`config.mk`:
```
export PLATFORM = sky130hd
export DESIGN_NAME = mem_bus_arbiter_flat
export DESIGN_NICKNAME = d
export VERILOG_FILES = /design/src/rtl/mem_bus_arbiter_if.sv /design/src/rtl/mem_bus_arbiter.sv /design/src/flat_wrapper.sv
export SDC_FILE = /design/constraint.sdc
export NUM_CORES = 1
export LEC_CHECK = 0
export ABC_AREA = 1
export BUFFER_PORTS_ARGS = -buffer_cell sky130_fd_sc_hd__buf_2
export CAP_MARGIN = 25
export CORE_MARGIN = 10
export CORE_UTILIZATION = 50
export CTS_BUF_LIST = sky130_fd_sc_hd__clkbuf_4 sky130_fd_sc_hd__clkbuf_8 sky130_fd_sc_hd__clkbuf_16
export DETAILED_ROUTE_END_ITERATION = 8
export HOLD_SLACK_MARGIN = 0.03
export PLACE_DENSITY = 0.9
export REMOVE_ABC_BUFFERS = 1
export SETUP_SLACK_MARGIN = 0.1
export SLEW_MARGIN = 10
export SYNTH_ARGS = -nofsm -noshare
export SYNTH_HDL_FRONTEND = slang
export SYNTH_SLANG_ARGS = --single-unit
```
`constraint.sdc`:
```
create_clock -name clk -period 11.3 [get_ports clk]
set_clock_uncertainty 0.05 [all_clocks]
set_input_delay 0.565 -clock clk [delete_from_list [all_inputs] [get_ports clk]]
set_output_delay 0.565 -clock clk [all_outputs]
set_load 0.03 [all_outputs]
```
`src/rtl/mem_bus_arbiter_if.sv`:
```
// Signal bundle between the fetch/load-store requesters, the arbiter and the
// shared single-port memory. The arbiter uses the master view, the environment the slave view.
interface mem_bus_arbiter_if;
  logic        inst_req;
  logic [31:0] inst_addr;
  logic [31:0] inst_rdata;
  logic        inst_ok;

  logic        data_req;
  logic [3:0]  data_sel;
  logic [31:0] data_addr;
  logic [31:0] data_wdata;
  logic [31:0] data_rdata;
  logic        data_ok;

  logic        mem_req;
  logic [3:0]  mem_sel;
  logic [31:0] mem_addr;
  logic [31:0] mem_wdata;
  logic [31:0] mem_rdata;
  logic        mem_ready;
  logic        bus_err;

  modport master (
    input  inst_req, inst_addr,
    output inst_rdata, inst_ok,
    input  data_req, data_sel, data_addr, data_wdata,
    output data_rdata, data_ok,
    output mem_req, mem_sel, mem_addr, mem_wdata,
    input  mem_rdata, mem_ready,
    output bus_err
  );

  modport slave (
    output inst_req, inst_addr,
    input  inst_rdata, inst_ok,
    output data_req, data_sel, data_addr, data_wdata,
    input  data_rdata, data_ok,
    input  mem_req, mem_sel, mem_addr, mem_wdata,
    output mem_rdata, mem_ready,
    input  bus_err
  );
endinterface

```
`src/rtl/mem_bus_arbiter.sv`:
```
// Two-port (fetch / load-store) arbiter onto one shared memory port with
// data priority, a bounded memory wait and a one-cycle response state.
module mem_bus_arbiter #(
  parameter int unsigned WAIT_MAX = 15
) (
  input  logic              clk,
  input  logic              rst,
  mem_bus_arbiter_if.master bus
);

  typedef enum logic [1:0] {
    IDLE = 2'd0,
    INST = 2'd1,
    DATA = 2'd2,
    RESP = 2'd3
  } state_e;

  localparam logic [7:0] WAIT_LIM = 8'(WAIT_MAX);

  state_e      state_q;
  logic [7:0]  cnt_q;
  logic [7:0]  cnt_d;
  logic        wait_expired;

  logic        mem_req_q;
  logic [3:0]  sel_q;
  logic [29:0] addr_q;
  logic [31:0] wdata_q;
  logic [31:0] inst_rdata_q;
  logic [31:0] data_rdata_q;
  logic        inst_ok_q;
  logic        data_ok_q;
  logic        bus_err_q;

  always_comb begin
    cnt_d        = cnt_q + 8'd1;
    wait_expired = (cnt_q == WAIT_LIM);
  end

  always_ff @(posedge clk or posedge rst) begin
    if (rst) begin
      state_q      <= IDLE;
      cnt_q        <= 8'd0;
      mem_req_q    <= 1'b0;
      sel_q        <= 4'd0;
      addr_q       <= 30'd0;
      wdata_q      <= 32'd0;
      inst_rdata_q <= 32'd0;
      data_rdata_q <= 32'd0;
      inst_ok_q    <= 1'b0;
      data_ok_q    <= 1'b0;
      bus_err_q    <= 1'b0;
    end else begin
      // Completion pulses live for the RESP cycle only.
      inst_ok_q <= 1'b0;
      data_ok_q <= 1'b0;
      bus_err_q <= 1'b0;
      unique case (state_q)
        IDLE: begin
          cnt_q <= 8'd0;
          if (bus.data_req) begin
            state_q   <= DATA;
            mem_req_q <= 1'b1;
            addr_q    <= bus.data_addr[31:2];
            sel_q     <= bus.data_sel;
            wdata_q   <= bus.data_wdata;
          end else if (bus.inst_req) begin
            state_q   <= INST;
            mem_req_q <= 1'b1;
            addr_q    <= bus.inst_addr[31:2];
            sel_q     <= 4'd0;
            wdata_q   <= 32'd0;
          end
        end
        INST, DATA: begin
          if (bus.mem_ready || wait_expired) begin
            // A timed-out transaction completes with zero data and an error flag.
            if (state_q == INST) begin
              inst_rdata_q <= bus.mem_ready ? bus.mem_rdata : 32'd0;
              inst_ok_q    <= 1'b1;
            end else begin
              data_rdata_q <= bus.mem_ready ? bus.mem_rdata : 32'd0;
              data_ok_q    <= 1'b1;
            end
            bus_err_q <= ~bus.mem_ready;
            mem_req_q <= 1'b0;
            state_q   <= RESP;
          end else begin
            cnt_q <= cnt_d;
          end
        end
        RESP: begin
          state_q <= IDLE;
        end
        default: begin
          state_q   <= IDLE;
          mem_req_q <= 1'b0;
        end
      endcase
    end
  end

  assign bus.mem_req    = mem_req_q;
  assign bus.mem_sel    = sel_q;
  assign bus.mem_addr   = {addr_q, 2'b00};
  assign bus.mem_wdata  = wdata_q;
  assign bus.inst_rdata = inst_rdata_q;
  assign bus.data_rdata = data_rdata_q;
  assign bus.inst_ok    = inst_ok_q;
  assign bus.data_ok    = data_ok_q;
  assign bus.bus_err    = bus_err_q;

endmodule

```
`src/flat_wrapper.sv`:
```
// flat-port wrapper written by rule: the top's interface ports become plain ports
module mem_bus_arbiter_flat 
#(
  parameter int unsigned WAIT_MAX = 15
)
  (clk, rst, bus_inst_req, bus_inst_addr, bus_inst_rdata, bus_inst_ok, bus_data_req, bus_data_sel, bus_data_addr, bus_data_wdata, bus_data_rdata, bus_data_ok, bus_mem_req, bus_mem_sel, bus_mem_addr, bus_mem_wdata, bus_mem_rdata, bus_mem_ready, bus_bus_err);
  mem_bus_arbiter_if bus_i ();
  input  logic clk;
  input  logic rst;
  input wire logic [$bits(bus_i.inst_req)-1:0] bus_inst_req;
  input wire logic [$bits(bus_i.inst_addr)-1:0] bus_inst_addr;
  output wire logic [$bits(bus_i.inst_rdata)-1:0] bus_inst_rdata;
  output wire logic [$bits(bus_i.inst_ok)-1:0] bus_inst_ok;
  input wire logic [$bits(bus_i.data_req)-1:0] bus_data_req;
  input wire logic [$bits(bus_i.data_sel)-1:0] bus_data_sel;
  input wire logic [$bits(bus_i.data_addr)-1:0] bus_data_addr;
  input wire logic [$bits(bus_i.data_wdata)-1:0] bus_data_wdata;
  output wire logic [$bits(bus_i.data_rdata)-1:0] bus_data_rdata;
  output wire logic [$bits(bus_i.data_ok)-1:0] bus_data_ok;
  output wire logic [$bits(bus_i.mem_req)-1:0] bus_mem_req;
  output wire logic [$bits(bus_i.mem_sel)-1:0] bus_mem_sel;
  output wire logic [$bits(bus_i.mem_addr)-1:0] bus_mem_addr;
  output wire logic [$bits(bus_i.mem_wdata)-1:0] bus_mem_wdata;
  input wire logic [$bits(bus_i.mem_rdata)-1:0] bus_mem_rdata;
  input wire logic [$bits(bus_i.mem_ready)-1:0] bus_mem_ready;
  output wire logic [$bits(bus_i.bus_err)-1:0] bus_bus_err;
  assign bus_i.inst_req = bus_inst_req;
  assign bus_i.inst_addr = bus_inst_addr;
  assign bus_inst_rdata = bus_i.inst_rdata;
  assign bus_inst_ok = bus_i.inst_ok;
  assign bus_i.data_req = bus_data_req;
  assign bus_i.data_sel = bus_data_sel;
  assign bus_i.data_addr = bus_data_addr;
  assign bus_i.data_wdata = bus_data_wdata;
  assign bus_data_rdata = bus_i.data_rdata;
  assign bus_data_ok = bus_i.data_ok;
  assign bus_mem_req = bus_i.mem_req;
  assign bus_mem_sel = bus_i.mem_sel;
  assign bus_mem_addr = bus_i.mem_addr;
  assign bus_mem_wdata = bus_i.mem_wdata;
  assign bus_i.mem_rdata = bus_mem_rdata;
  assign bus_i.mem_ready = bus_mem_ready;
  assign bus_bus_err = bus_i.bus_err;
  mem_bus_arbiter #(.WAIT_MAX(WAIT_MAX)) u_core (.clk(clk), .rst(rst), .bus(bus_i));
endmodule
```
======== After elaboration in Yosys (flattened, before gate mapping) ========
Cells that the tools add are included.
cells by class
  bitwise gates (word level) .............. 2
  eq/ne operators ......................... 7
  muxes and demuxes ....................... 25
  reductions and logical operators ........ 11
  add/subtract/negate cells ............... 1
operators with widths
  kind                   number
  $mux W32               3
  $mux W30               2
  $pmux W8 S2            1
  $mux W1                11
  $reduce_and A3 Y1      3
  $add A8 B1 Y8 const B  1
  $eq A8 B4 Y1 const B   1
  $mux W4                2
  $mux W8                1
  $mux W2                3
  $pmux W2 S3            1
  $reduce_and A2 Y1      3
  $eq A2 B2 Y1 const B   2
  $reduce_bool A2 Y1     2
  $ne A3 B3 Y1 const B   1
  $eq A2 B1 Y1 const B   1
  $logic_not A2 Y1       1
  $ne A2 B1 Y1 const B   1
  $ne A2 B2 Y1 const B   1
  $not A1 Y1             2
  $pmux W1 S2            1
  $reduce_or A2 Y1       1
  $logic_or A1 B1 Y1     1
word-level totals
  register bits ........................... 144
  logic and storage cells ................. 57
  output and inout bits ................... 136
  input port bits ......................... 137

======== Logic depth before layout (Yosys ltp) ========
Gate-level depths: netlist of the first run.
  depth after elaboration ................. 4
  mapped depth ............................ 9
  depth with buffers taken out ............ 9

======== Worst setup path after synthesis of the first run ========
Ideal clock, no wire load.
  path type ............................... register to register
  start point ............................. register u_core.state_q[0]
  end point ............................... register u_core.cnt_q[4]
  arrival ................................. 1.415 ns
  setup slack ............................. 9.716 ns
  period minus slack after synthesis ...... 1.584 ns
  setup time .............................. 0.119 ns
  data required time ...................... 11.131 ns
  cell stages (with the launch flop) ...... 8
  path buffers ............................ 0
  cells stage by stage .................... dfrtp_1 inv_1 ha_1 inv_2 nand2_1 nand2_1 nand2_1 and2_1
between the ends
  cells in the longest elaborated chain, start to end .. 4
  elaborated cells between the ends (all ways) .. 8
  classes of those cells .................. eq/ne: 3; mux: 1; reduce/logical: 4
ends and longest elaborated chain
  item                                                                 line                   source
  start, declared                                                      mem_bus_arbiter.sv:20  state_e state_q;
  start signal, assigned                                               mem_bus_arbiter.sv:42  state_q <= IDLE;
  start signal, assigned                                               mem_bus_arbiter.sv:62  state_q <= DATA;
  start signal, assigned                                               mem_bus_arbiter.sv:68  state_q <= INST;
  $eq A2 B2 Y1 / $eq A2 B1 Y1 (equally long branches)                  mem_bus_arbiter.sv:58  unique case (state_q)
  $reduce_or A2 Y1                                                     mem_bus_arbiter.sv:58
  $ne A2 B2 Y1 (no line) / $reduce_bool A2 Y1 (equally long branches)  n/a
  $reduce_and A2 Y1 (no line)                                          n/a
  end signal, assigned                                                 mem_bus_arbiter.sv:89  cnt_q <= cnt_d;
  end, declared                                                        mem_bus_arbiter.sv:21  logic [7:0] cnt_q;
Several ways; a longest one is shown, not always the timed one.
A chain may end at the register's enable or synchronous reset.

======== Final worst setup path of the first run ========
  start point ............................. input bus_data_req
  end point ............................... register u_core.addr_q[0]
between the ends
  cells in the longest elaborated chain, start to end .. 2
  elaborated cells between the ends (all ways) .. 3
  classes of those cells .................. mux: 1; reduce/logical: 2
ends and longest elaborated chain
  item                          line                   source
  start, declared               flat_wrapper.sv:14     input wire logic [$bits(bus_i.data_req)-1:0] bus_data_req;
  $reduce_bool A2 Y1 (no line)  n/a
  $reduce_and A2 Y1 (no line)   n/a
  end signal, assigned          mem_bus_arbiter.sv:64  addr_q <= bus.data_addr[31:2];
  end signal, assigned          mem_bus_arbiter.sv:70  addr_q <= bus.inst_addr[31:2];
  end, declared                 mem_bus_arbiter.sv:27  logic [29:0] addr_q;
Several ways; a longest one is shown, not always the timed one.

==> out/summary.txt, run 1 <==
Vias/cell - 5.020
Final period util - 0.2359
CTS Buffer Depth - 2
Filler cell count - 955
Die width - 130.9 um
CTS resizes - 0
Placed wire-length estimate - 13960 um
Number of synthesized flops with an enable pin - 0
Worst-Skew Late Latency - 0.41 ns
Type of origin of the critical path - primary input
Hold Path Class - primary input to async pin
CP arrival - 2.94 ns
First-pass GRT wire length - 29260 um
Crit path cell chain - buf_2, buf_4, inv_2, a21oi_4, buf_4, nor2_1, a31oi_1
NumNets Final - 1073
Drt first pass iters - 5
Syn avg cell area - 9.057 sq um
Initial Util - 0.5120
Hold_ws - 0.1875 ns
RD Place Congestion - 0.8547
Critical path class - primary input to flop
Worst path max stage delay - 0.65 ns
Die Ht - 130.9 um
RSZ-0062 raised after global routing - no
Ratio of cells with drive above 1 in the final layout - 0.3676
Synth top area share - 0.5860
Global-route usage over all layers - 0.2213
Cell depth of the worst setup path - 7
Grt ovf - 0
DR iter-0 viols - 299
Seq/Total Area, Yosys - 0.5860
Clock transition at path regs - 0.06 ns
Largest net degree at the start of global routing - 76
Post-route DRC - 0
Area Growth Syn to Fin - 31.86%
Worst-Margin Slew - 0.9304 ns
CP max FO - 68
Final hold violations - 0
Wirelength per Cell - 17.26 um
CTS tree - yes
Final Setup Violations - 0
Main synth FF type - dfrtp_1
Peak supply drop - 0.1831 mV
Post-synthesis cell type count - 28
Clock buffer count from CTS - 17
Total wire length - 18830 um
Hold-fix buffers at CTS - 0
Pwr/cell area - 341.7 mW/mm^2
Antenna cell count - 0
Initial antenna violation count - 3
Number of global-route vias before repair - 5751
Setup tns final - 0 ns
Total die area - 0.01713 sq mm
Max-cap violations - 0
Leak - 4.319 nW
Synthesized cell area - 0.006150 sq mm
Via count - 5477
Async SR Flop Fraction - 1.000
Row Count - 40
CP Capture Type - flop
Top cell by count, worst path - buf_4
Largest area contributor in the netlist - dfrtp_1
Max Clock Freq - 0.3752 GHz
Synth Instances - 679
Critical path's top delay family - buffers and inverters
Routed Antenna Nets - 0
Port bufs - 266
Root Driver - clkbuf_16
CP Data Required Time - 11.57 ns
Top-count cell post-synth - nand2_1
R2R depth - 7
Post-layout util - 0.6751
Slew Viols, Final - 0
Post-CTS Setup Inserts - 0
Run status - complete, no violations
Fin crit period - 2.665 ns
Yosys warnings - 0
H-tree levels - 4
Total power - 2.771 mW
# IOs - 273
CP Buf/Inv Count - 4
Synthesis-stage register bit count - 144
Slowest-stage cell, CP - a21oi_4
Top cells by area, synth - dfrtp_1 59%, nand2_1 13%, o21ai_1 4.2%
Core ar. - 0.01201 sq mm
Top cells by count, synth - 209 x nand2_1, 144 x dfrtp_1, 54 x inv_1, 51 x o21ai_1, 43 x o21ai_0
Relative slew slack - 0.3797
CTS sink count - 144
[registers in the layout, summed over array words and instances (netlist names)]
name and count:
u_core.bus.mem_req 1, u_core.bus.inst_rdata 32, u_core.bus.mem_wdata 32, u_core.bus.inst_ok 1, u_core.bus.data_ok 1, u_core.cnt_q 8
u_core.bus.data_rdata 32, u_core.state_q 2, u_core.addr_q 30, u_core.bus.bus_err 1, u_core.bus.mem_sel 4
[placed cells by master, fill, tap and decap left out, types with 2 or more instances in the layout]
cell type / netlist / routed
bufinv_16: 0 / 3
nand2_2: 22 / 22
clkbuf_8: 0 / 4
o21ai_0: 43 / 43
clkbuf_16: 0 / 17
clkinv_4: 0 / 2
dfrtp_1: 144 / 144
buf_4: 6 / 4
nand2_4: 3 / 3
o21ai_1: 51 / 51
inv_2: 4 / 4
nor2_4: 2 / 2
clkinv_2: 0 / 3
nand2_1: 209 / 209
nand3_1: 13 / 13
conb_1: 1 / 2
a31oi_1: 30 / 30
o21ai_2: 10 / 10
nor2_1: 41 / 41
buf_2: 8 / 266
inv_1: 54 / 53
ha_1: 5 / 5
nor3_1: 2 / 2
clkbuf_4: 0 / 2
[layer usage]
metal | wire length, um | track usage | vias to the layer above
met1 | 6971 | 0.2324 | 2523
met5 | 13 | 0 | -
met4 | 468 | 0.09353 | 2
met2 | 9231 | 0.3764 | 255
li1 | - | - | 2661
met3 | 2147 | 0.1011 | 36
[through the flow]
step / std cells / cell area [sq um] / worst slack, ns
finish: 1091 / 8109 / 8.635
global route: 1091 / 8109 / 8.370
CTS: 1091 / 8109 / 8.670
detailed placement: 1059 / 7483 / 8.234
global placement: 1058 / 7456 / 8.336
floorplan: 641 / 5906 / 6.819
[power breakdown]
part	internal, mW	leakage [nW]	switching, mW
logic	0.356	2.23	0.949
clock network	0.375	0.310	0.205
registers	0.758	1.78	0.128
total	1.49	4.32	1.28
[worst paths after layout]
check                                           from                   endpoint  slack (ns)
max                                     bus_data_req           u_core.addr_q[0]        8.63
min                                              rst   u_core.bus.mem_wdata[14]        0.19
max reg2reg                        u_core.state_q[1]           u_core.addr_q[0]        8.76
min reg2reg                u_core.bus.data_rdata[27]  u_core.bus.data_rdata[27]        0.43
max in group asynchronous                        rst  u_core.bus.inst_rdata[30]        9.61
min in group clk                  bus_data_wdata[20]   u_core.bus.mem_wdata[20]        0.31
[cell type report]
class | count | area, sq um | share of cell area
clock inverter | 9 | 130.1 | 0.01605
sequential | 144 | 3603 | 0.4444
timing repair buffer | 271 | 1389 | 0.1713
clock buffer | 23 | 495.5 | 0.06110
inverter | 58 | 222.7 | 0.02746
tap | 147 | 183.9 | 0.02268
multi-input combinational | 439 | 2085 | 0.2571
[cells by family (layout without fill, tap and decap cells)]
family | Yosys count | count (layout) | synth area share
AND/OR/NAND/NOR | 295 | 295 | 0.2014
flip-flops | 144 | 144 | 0.5860
AO/OA/AOI/OAI | 136 | 136 | 0.1247
buffers and inverters | 97 | 361 | 0.07568
adder cells (fa/ha/maj) | 5 | 5 | 0.01017
other | 1 | 2 | 0.0006098
XOR/XNOR | 1 | 1 | 0.001424
No activity file was read; power rests on OpenSTA's default activity.
==> run 2, diff against run 1 <==
Settings changed: CORE_UTILIZATION 50 to 43, PLACE_DENSITY 0.9 to 0.83.
Clock period 11.3 ns to 2.15 ns, I/O delays scaled along.
==> out/summary.txt, run 2 (synthesized netlist as in run 1, its figures left out) <==
Clock buffer count from CTS - 17 (unchanged)
Global-route usage over all layers - 0.2350 (+0.01372)
Final Instance Area - 0.009504 sq mm (+17%)
Slew Viols, Final - 0 (unchanged)
Relative slew slack - 0.5749 (+0.1951)
Root Driver - clkbuf_16
Die Ht - 139.6 um (+6.6%)
Port bufs - 266 (unchanged)
CP Data Required Time - 2.40 ns (-9.17 ns)
Run status - complete, no violations
Max-cap violations - 0 (unchanged)
Via count - 6473 (+18%)
Routed Antenna Nets - 0 (unchanged)
# IOs - 273 (unchanged)
Clock Power Share - 0.196 (-0.013)
CP max FO - 8 (-88%)
Sw Pwr - 7.132 mW (+460%)
Initial Util - 0.4413 (-0.07066)
Internal - 7.795 mW (+420%)
First-pass GRT wire length - 37170 um (+27%)
Drt first pass iters - 5 (unchanged)
Post-route DRC - 0 (unchanged)
Placed Area - 0.007605 sq mm (+1.6%)
Clock transition at path regs - 0.06 ns (about the same)
Number of global-route vias before repair - 6764 (+18%)
Wirelength per Cell - 18.46 um (+6.9%)
Die width - 139.6 um (+6.6%)
Final hold violations - 0 (unchanged)
CTS resizes - 0 (unchanged)
Worst-Margin Slew - 0.6368 ns (-0.2936 ns)
Largest net degree at the start of global routing - 60 (-21%)
Peak supply drop - 1.136 mV (+520%)
Post-CTS Setup Inserts - 0 (unchanged)
CTS Buffer Depth - 2 (unchanged)
Worst-Skew Late Latency - 0.41 ns (about the same)
Setup tns final - 0 ns (unchanged)
Final period util - 0.8651
Leak - 4.876 nW (+13%)
CP Capture Type - flop
Max Clock Freq - 0.5377 GHz
Ratio of cells with drive above 1 in the final layout - 0.3256 (-0.04198)
Row Count - 43 (+7.5%)
Initial antenna violation count - 7 (+4)
Fin crit period - 1.860 ns
Pre-CTS WS - 0.2978 ns (-7.936 ns)
Area Growth Syn to Fin - 54.55%
RD Place Congestion - 0.8430 (-1.4%)
Pwr/cell area - 1571 mW/mm^2 (+360%)
Sw Ratio - 0.4778 (+0.01513)
Sequential share of power - 0.320 (about the same)
Grt ovf - 0 (unchanged)
Vias/cell - 5.117 (+1.9%)
Type of origin of the critical path - flop
H-tree levels - 4 (unchanged)
Total die area - 0.01949 sq mm (+14%)
Core ar. - 0.01393 sq mm (+16%)
Critical path class - flop to flop
CP arrival - 2.11 ns (-0.83 ns)
Final Setup Violations - 0 (unchanged)
Combinational power share - 0.485 (+0.014)
Most common cell after layout, fill and taps aside - buf_2
DR iter-0 viols - 526 (+76%)
CTS sink count - 144 (unchanged)
Total wire length - 23350 um (+24%)
Hold Path Class - primary input to flop
CTS tree - yes
RSZ-0062 raised after global routing - no
Setup slack after layout - 0.2901 ns (-8.345 ns)
NumNets Final - 1208 (+13%)
Most frequent cells in the layout - 266 x buf_2, 209 x nand2_1, 144 x dfrtp_1, 130 x dlygate4sd3_1, 53 x inv_1
Placed insts - 1097 (+3.6%)
Placed wire-length estimate - 13770 um (-1.4%)
Non-Filler Instances - 1265 (+16%)
-- run 2: changes by cell type in the layout (fill, tap and decap cells not counted), sizes merged --
cell	previous run	this run
clkinv	5	6
dlygate4sd3	0	130
bufinv	3	2
inv	58	63
diode	0	7
clkbuf	23	17
buf	271	276
-- run 2: critical path, cell delays in order (launching register included) --
cell and delay [ns]:
dfrtp_1 0.39, inv_1 0.08, ha_1 0.40, inv_2 0.19, nand2_1 0.19, nand2_1 0.23
nand2_1 0.08, and2_1 0.14
-- run 2: area by class of cell --
type / count / area (sq um)
Antenna cell: 7 / 17.52
Multi-Input combinational cell: 439 / 2085
Clock buffer: 17 / 425.4
Sequential cell: 144 / 3603
Tap cell: 180 / 225.2
Fill cell: 957 / 4431
Timing Repair Buffer: 406 / 2770
Clock inverter: 14 / 155.1
Inverter: 58 / 222.7
-- run 2: through the flow --
step                total power [mW]  utilization  hold slack (ns)
floorplan                      9.202            -           0.1310
global placement               11.48       0.5457          0.07216
detailed placement             11.67       0.5457          0.07103
CTS                            14.80       0.6808          0.05290
global route                   15.78       0.6821          0.06119
finish                         14.93       0.6821          0.05872
-- run 2: metal layers --
metal	vias to the layer above	part of all wire	track usage
met2	431	0.48	0.3727
met1	3028	0.37	0.2697
li1	2942	-	-
met3	72	0.12	0.09799
met5	-	0	0
met4	0	0.039	0.1125
-- run 2: final timing paths --
kind / cells past startpoint / to / slack [ns] / startpoint
setup / recovery: 7 / u_core.cnt_q[4] / 0.29 / u_core.state_q[0]
hold / removal: 4 / u_core.cnt_q[1] / 0.06 / bus_mem_ready
setup reg to reg: 7 / u_core.cnt_q[4] / 0.29 / u_core.state_q[0]
hold reg to reg: 2 / u_core.bus.mem_req / 0.42 / u_core.bus.mem_req
max in group asynchronous: 4 / u_core.bus.inst_rdata[27] / 1.26 / rst
min in group asynchronous: 3 / u_core.bus.inst_rdata[21] / 0.18 / rst
-- run 2: timing repair --
action,4_1_cts,5_1_grt
endpoints found under the setup margin,0,0
hold buffers,130,0
hold endpoints to repair,275,0
-- run 2: power groups by stage --
| stage | Clock, mW | Sequential (mW) | Combinational, mW |
|---|---|---|---|
| 2_1_floorplan | 0 | 7.10 | 2.10 |
| 5_1_grt | 3.09 | 4.90 | 7.80 |
| 3_5_place_dp | 0 | 4.71 | 6.96 |
| 4_1_cts | 2.95 | 4.70 | 7.15 |
| 3_3_place_gp | 0 | 4.65 | 6.83 |
| 6_report | 2.92 | 4.77 | 7.24 |
==> run 3, diff against run 2 <==
Settings changed: ABC_AREA 1 to default, CORE_UTILIZATION 43 to 42, PLACE_DENSITY 0.83 to 0.82.
==> out/summary.txt, run 3 <==
Top cells by count, synth - 144 x dfrtp_1, 100 x a22o_1, 40 x nand2_1, 32 x mux2i_1, 30 x o21ai_0
Worst-Skew Late Latency - 0.41 ns (about the same)
H-tree levels - 4 (unchanged)
Clock transition at path regs - 0.06 ns (about the same)
Port bufs - 266 (unchanged)
Total die area - 0.01873 sq mm (-3.9%)
NumNets Final - 972 (-20%)
Async SR Flop Fraction - 1.000 (unchanged)
Worst-Margin Slew - 0.8137 ns (+0.1769 ns)
Setup tns final - 0 ns (unchanged)
# IOs - 273 (unchanged)
Global-route usage over all layers - 0.2316 (-0.003429)
CP max FO - 16 (+8)
Yosys warnings - 0 (unchanged)
Die Ht - 136.9 um (-2.0%)
Die width - 136.9 um (-2.0%)
Number of global-route vias before repair - 5927 (-12%)
Hold Path Class - primary input to flop
Peak supply drop - 0.8325 mV (-27%)
Vias/cell - 5.501 (+7.5%)
Critical path's top delay family - compound AO/OA/AOI/OAI gates
CTS sink count - 144 (unchanged)
Final hold violations - 0 (unchanged)
R2r setup slk - 0.17 ns (-0.12 ns)
Hold_ws - 0.06262 ns (+0.003905 ns)
Initial antenna violation count - 2 (-5)
Via count - 5617 (-13%)
Type of origin of the critical path - flop
Synthesized cell area - 0.005736 sq mm (-6.7%)
Synth Instances - 434 (-36%)
Core ar. - 0.01330 sq mm (-4.6%)
Initial Util - 0.4314 (-0.009927)
Row Count - 42 (-2.3%)
Crit path cell chain - ha_1, nand3_2, nor2_8, o21ai_2, a22o_1
Post-synthesis cell type count - 35 (+25%)
Largest net degree at the start of global routing - 57 (-5.0%)
Final Instance Area - 0.009086 sq mm (-4.4%)
Top cells by area, synth - dfrtp_1 63%, a22o_1 15%, mux2i_1 5.6%
Root Driver - clkbuf_16
Grt ovf - 0 (unchanged)
Top-count cell post-synth - dfrtp_1
Critical path class - flop to flop
CP arrival - 2.28 ns (+0.17 ns)
Clock buffer count from CTS - 17 (unchanged)
Final period util - 0.9229 (+0.05780)
Seq/Total Area, Yosys - 0.6283 (+0.04231)
Final Setup Violations - 0 (unchanged)
Leak - 4.744 nW (-2.7%)
Relative slew slack - 0.4555 (-0.1194)
Run status - complete, no violations
CTS tree - yes
Most common cell after layout, fill and taps aside - buf_2
Syn avg cell area - 13.22 sq um (+46%)
Max Clock Freq - 0.5040 GHz (-6.3%)
Post-CTS Setup Inserts - 0 (unchanged)
Fin crit period - 1.984 ns (+0.1243 ns)
Placed Area - 0.007212 sq mm (-5.2%)
Wirelength per Cell - 22.24 um (+20%)
Area Growth Syn to Fin - 58.42%
Most frequent cells in the layout - 266 x buf_2, 144 x dfrtp_1, 129 x dlygate4sd3_1, 100 x a22o_1, 40 x nand2_1
RSZ-0062 raised after global routing - no
CTS Buffer Depth - 2 (unchanged)
Main synth FF type - dfrtp_1
Largest area contributor in the netlist - dfrtp_1
RD Place Congestion - 0.8651 (+2.6%)
CP Data Required Time - 2.44 ns (+0.04 ns)
Synthesis-stage register bit count - 144 (unchanged)
CP Capture Type - flop
Total wire length - 22710 um (-2.8%)
Drt first pass iters - 5 (unchanged)
Synth top area share - 0.6283 (+0.04231)
Routed Antenna Nets - 0 (unchanged)
Post-route DRC - 0 (unchanged)
Non-Filler Instances - 1021 (-19%)
First-pass GRT wire length - 33640 um (-9.5%)
Slowest-stage cell, CP - o21ai_2
Placed insts - 856 (-22%)
Max-cap violations - 0 (unchanged)
Placed wire-length estimate - 13370 um (-2.8%)
Slew Viols, Final - 0 (unchanged)
Pwr/cell area - 1550 mW/mm^2 (-1.3%)
CP Buf/Inv Count - 0 (-2)
Worst path max stage delay - 0.66 ns (+0.26 ns)
Ratio of cells with drive above 1 in the final layout - 0.3832 (+0.05755)
Number of synthesized flops with an enable pin - 0 (unchanged)
DR iter-0 viols - 343 (-35%)
[run 3: changes by cell type after synthesis, moves of 10 or more]
cell | before | now
a22o_1 | 0 | 100
a31oi_1 | 30 | 0
inv_1 | 54 | 5
mux2i_1 | 0 | 32
nand2_1 | 209 | 40
nand2_2 | 22 | 0
nor2_1 | 41 | 4
o21ai_0 | 43 | 30
o21ai_1 | 51 | 5
o21ai_2 | 10 | 0
[run 3: repair_timing]
action	in CTS	in global routing
endpoints found under the hold margin	175	0
resized for setup	0	0
hold buffers	129	0
setup endpoints to repair	0	64
[run 3: area by class of cell]
cell class | count | area [sq um]
clock inverters | 13 | 113.9
flip-flops and latches | 144 | 3603
well taps | 176 | 220.2
clock buffers | 19 | 446.7
fillers | 870 | 4209
repair buffers | 408 | 2758
diodes | 2 | 5.005
inverters | 5 | 23.77
multi-input cells | 254 | 1916
[run 3: report_power, final]
part | internal (mW) | switching, mW | total, mW
registers | 3.90 | 0.775 | 4.68
logic | 2.20 | 4.43 | 6.64
clock network | 1.63 | 1.14 | 2.77
total | 7.73 | 6.35 | 14.1
[run 3: worst min-delay path, stage by stage]
cell	delay, ns
buf_2	0.11
nand2b_1	0.14
o2111ai_1	0.11
[run 3: worst paths after layout]
| check | startpoint | end | depth (start not counted) |
|---|---|---|---|
| worst min register to register | u_core.addr_q[21] | u_core.addr_q[21] | 2 |
| worst max-delay path | u_core.cnt_q[0] | u_core.bus.data_rdata[7] | 5 |
| min in group asynchronous | rst | u_core.bus.inst_rdata[10] | 3 |
| worst max register to register | u_core.cnt_q[0] | u_core.bus.data_rdata[7] | 5 |
| max in group asynchronous | rst | u_core.bus.inst_rdata[27] | 4 |
| worst min-delay path | bus_inst_req | u_core.state_q[1] | 3 |
[run 3: metal layers]
metal | track usage | part of all wire | vias to the layer above | routed length [um]
li1 | - | - | 2396 | -
met1 | 0.2630 | 0.37 | 2697 | 8318
met5 | 0 | 0 | - | 0
met3 | 0.1048 | 0.13 | 66 | 3031
met2 | 0.3654 | 0.46 | 458 | 10490
met4 | 0.1112 | 0.038 | 0 | 865
[run 3: metrics by stage]
step / power (mW) / util / setup slack [ns]
after global routing: 14.70 / 0.6834 / 0.09717
final: 14.09 / 0.6834 / 0.1658
after detailed placement: 10.84 / 0.5424 / 0.1542
after CTS: 13.86 / 0.6817 / 0.1150
after floorplan: 8.628 / - / -1.874
after global placement: 10.62 / 0.5424 / 0.2235
[run 3: logic make-up (layout without fill, tap and decap cells)]
logic type                 count (synthesis)  count (layout)  share of synthesized area
AOI/OAI and AO/OA                        146             148                     0.2042
xor gates and xnor gates                   2               2                   0.003055
adders and majority gates                  5               5                    0.01091
buffers and inverters                     39             445                    0.04341
DFF                                      144             144                     0.6283
muxes                                     32              32                    0.05585
other                                      1               4                  0.0006538
and+or+nand+nor                           65              65                    0.05367
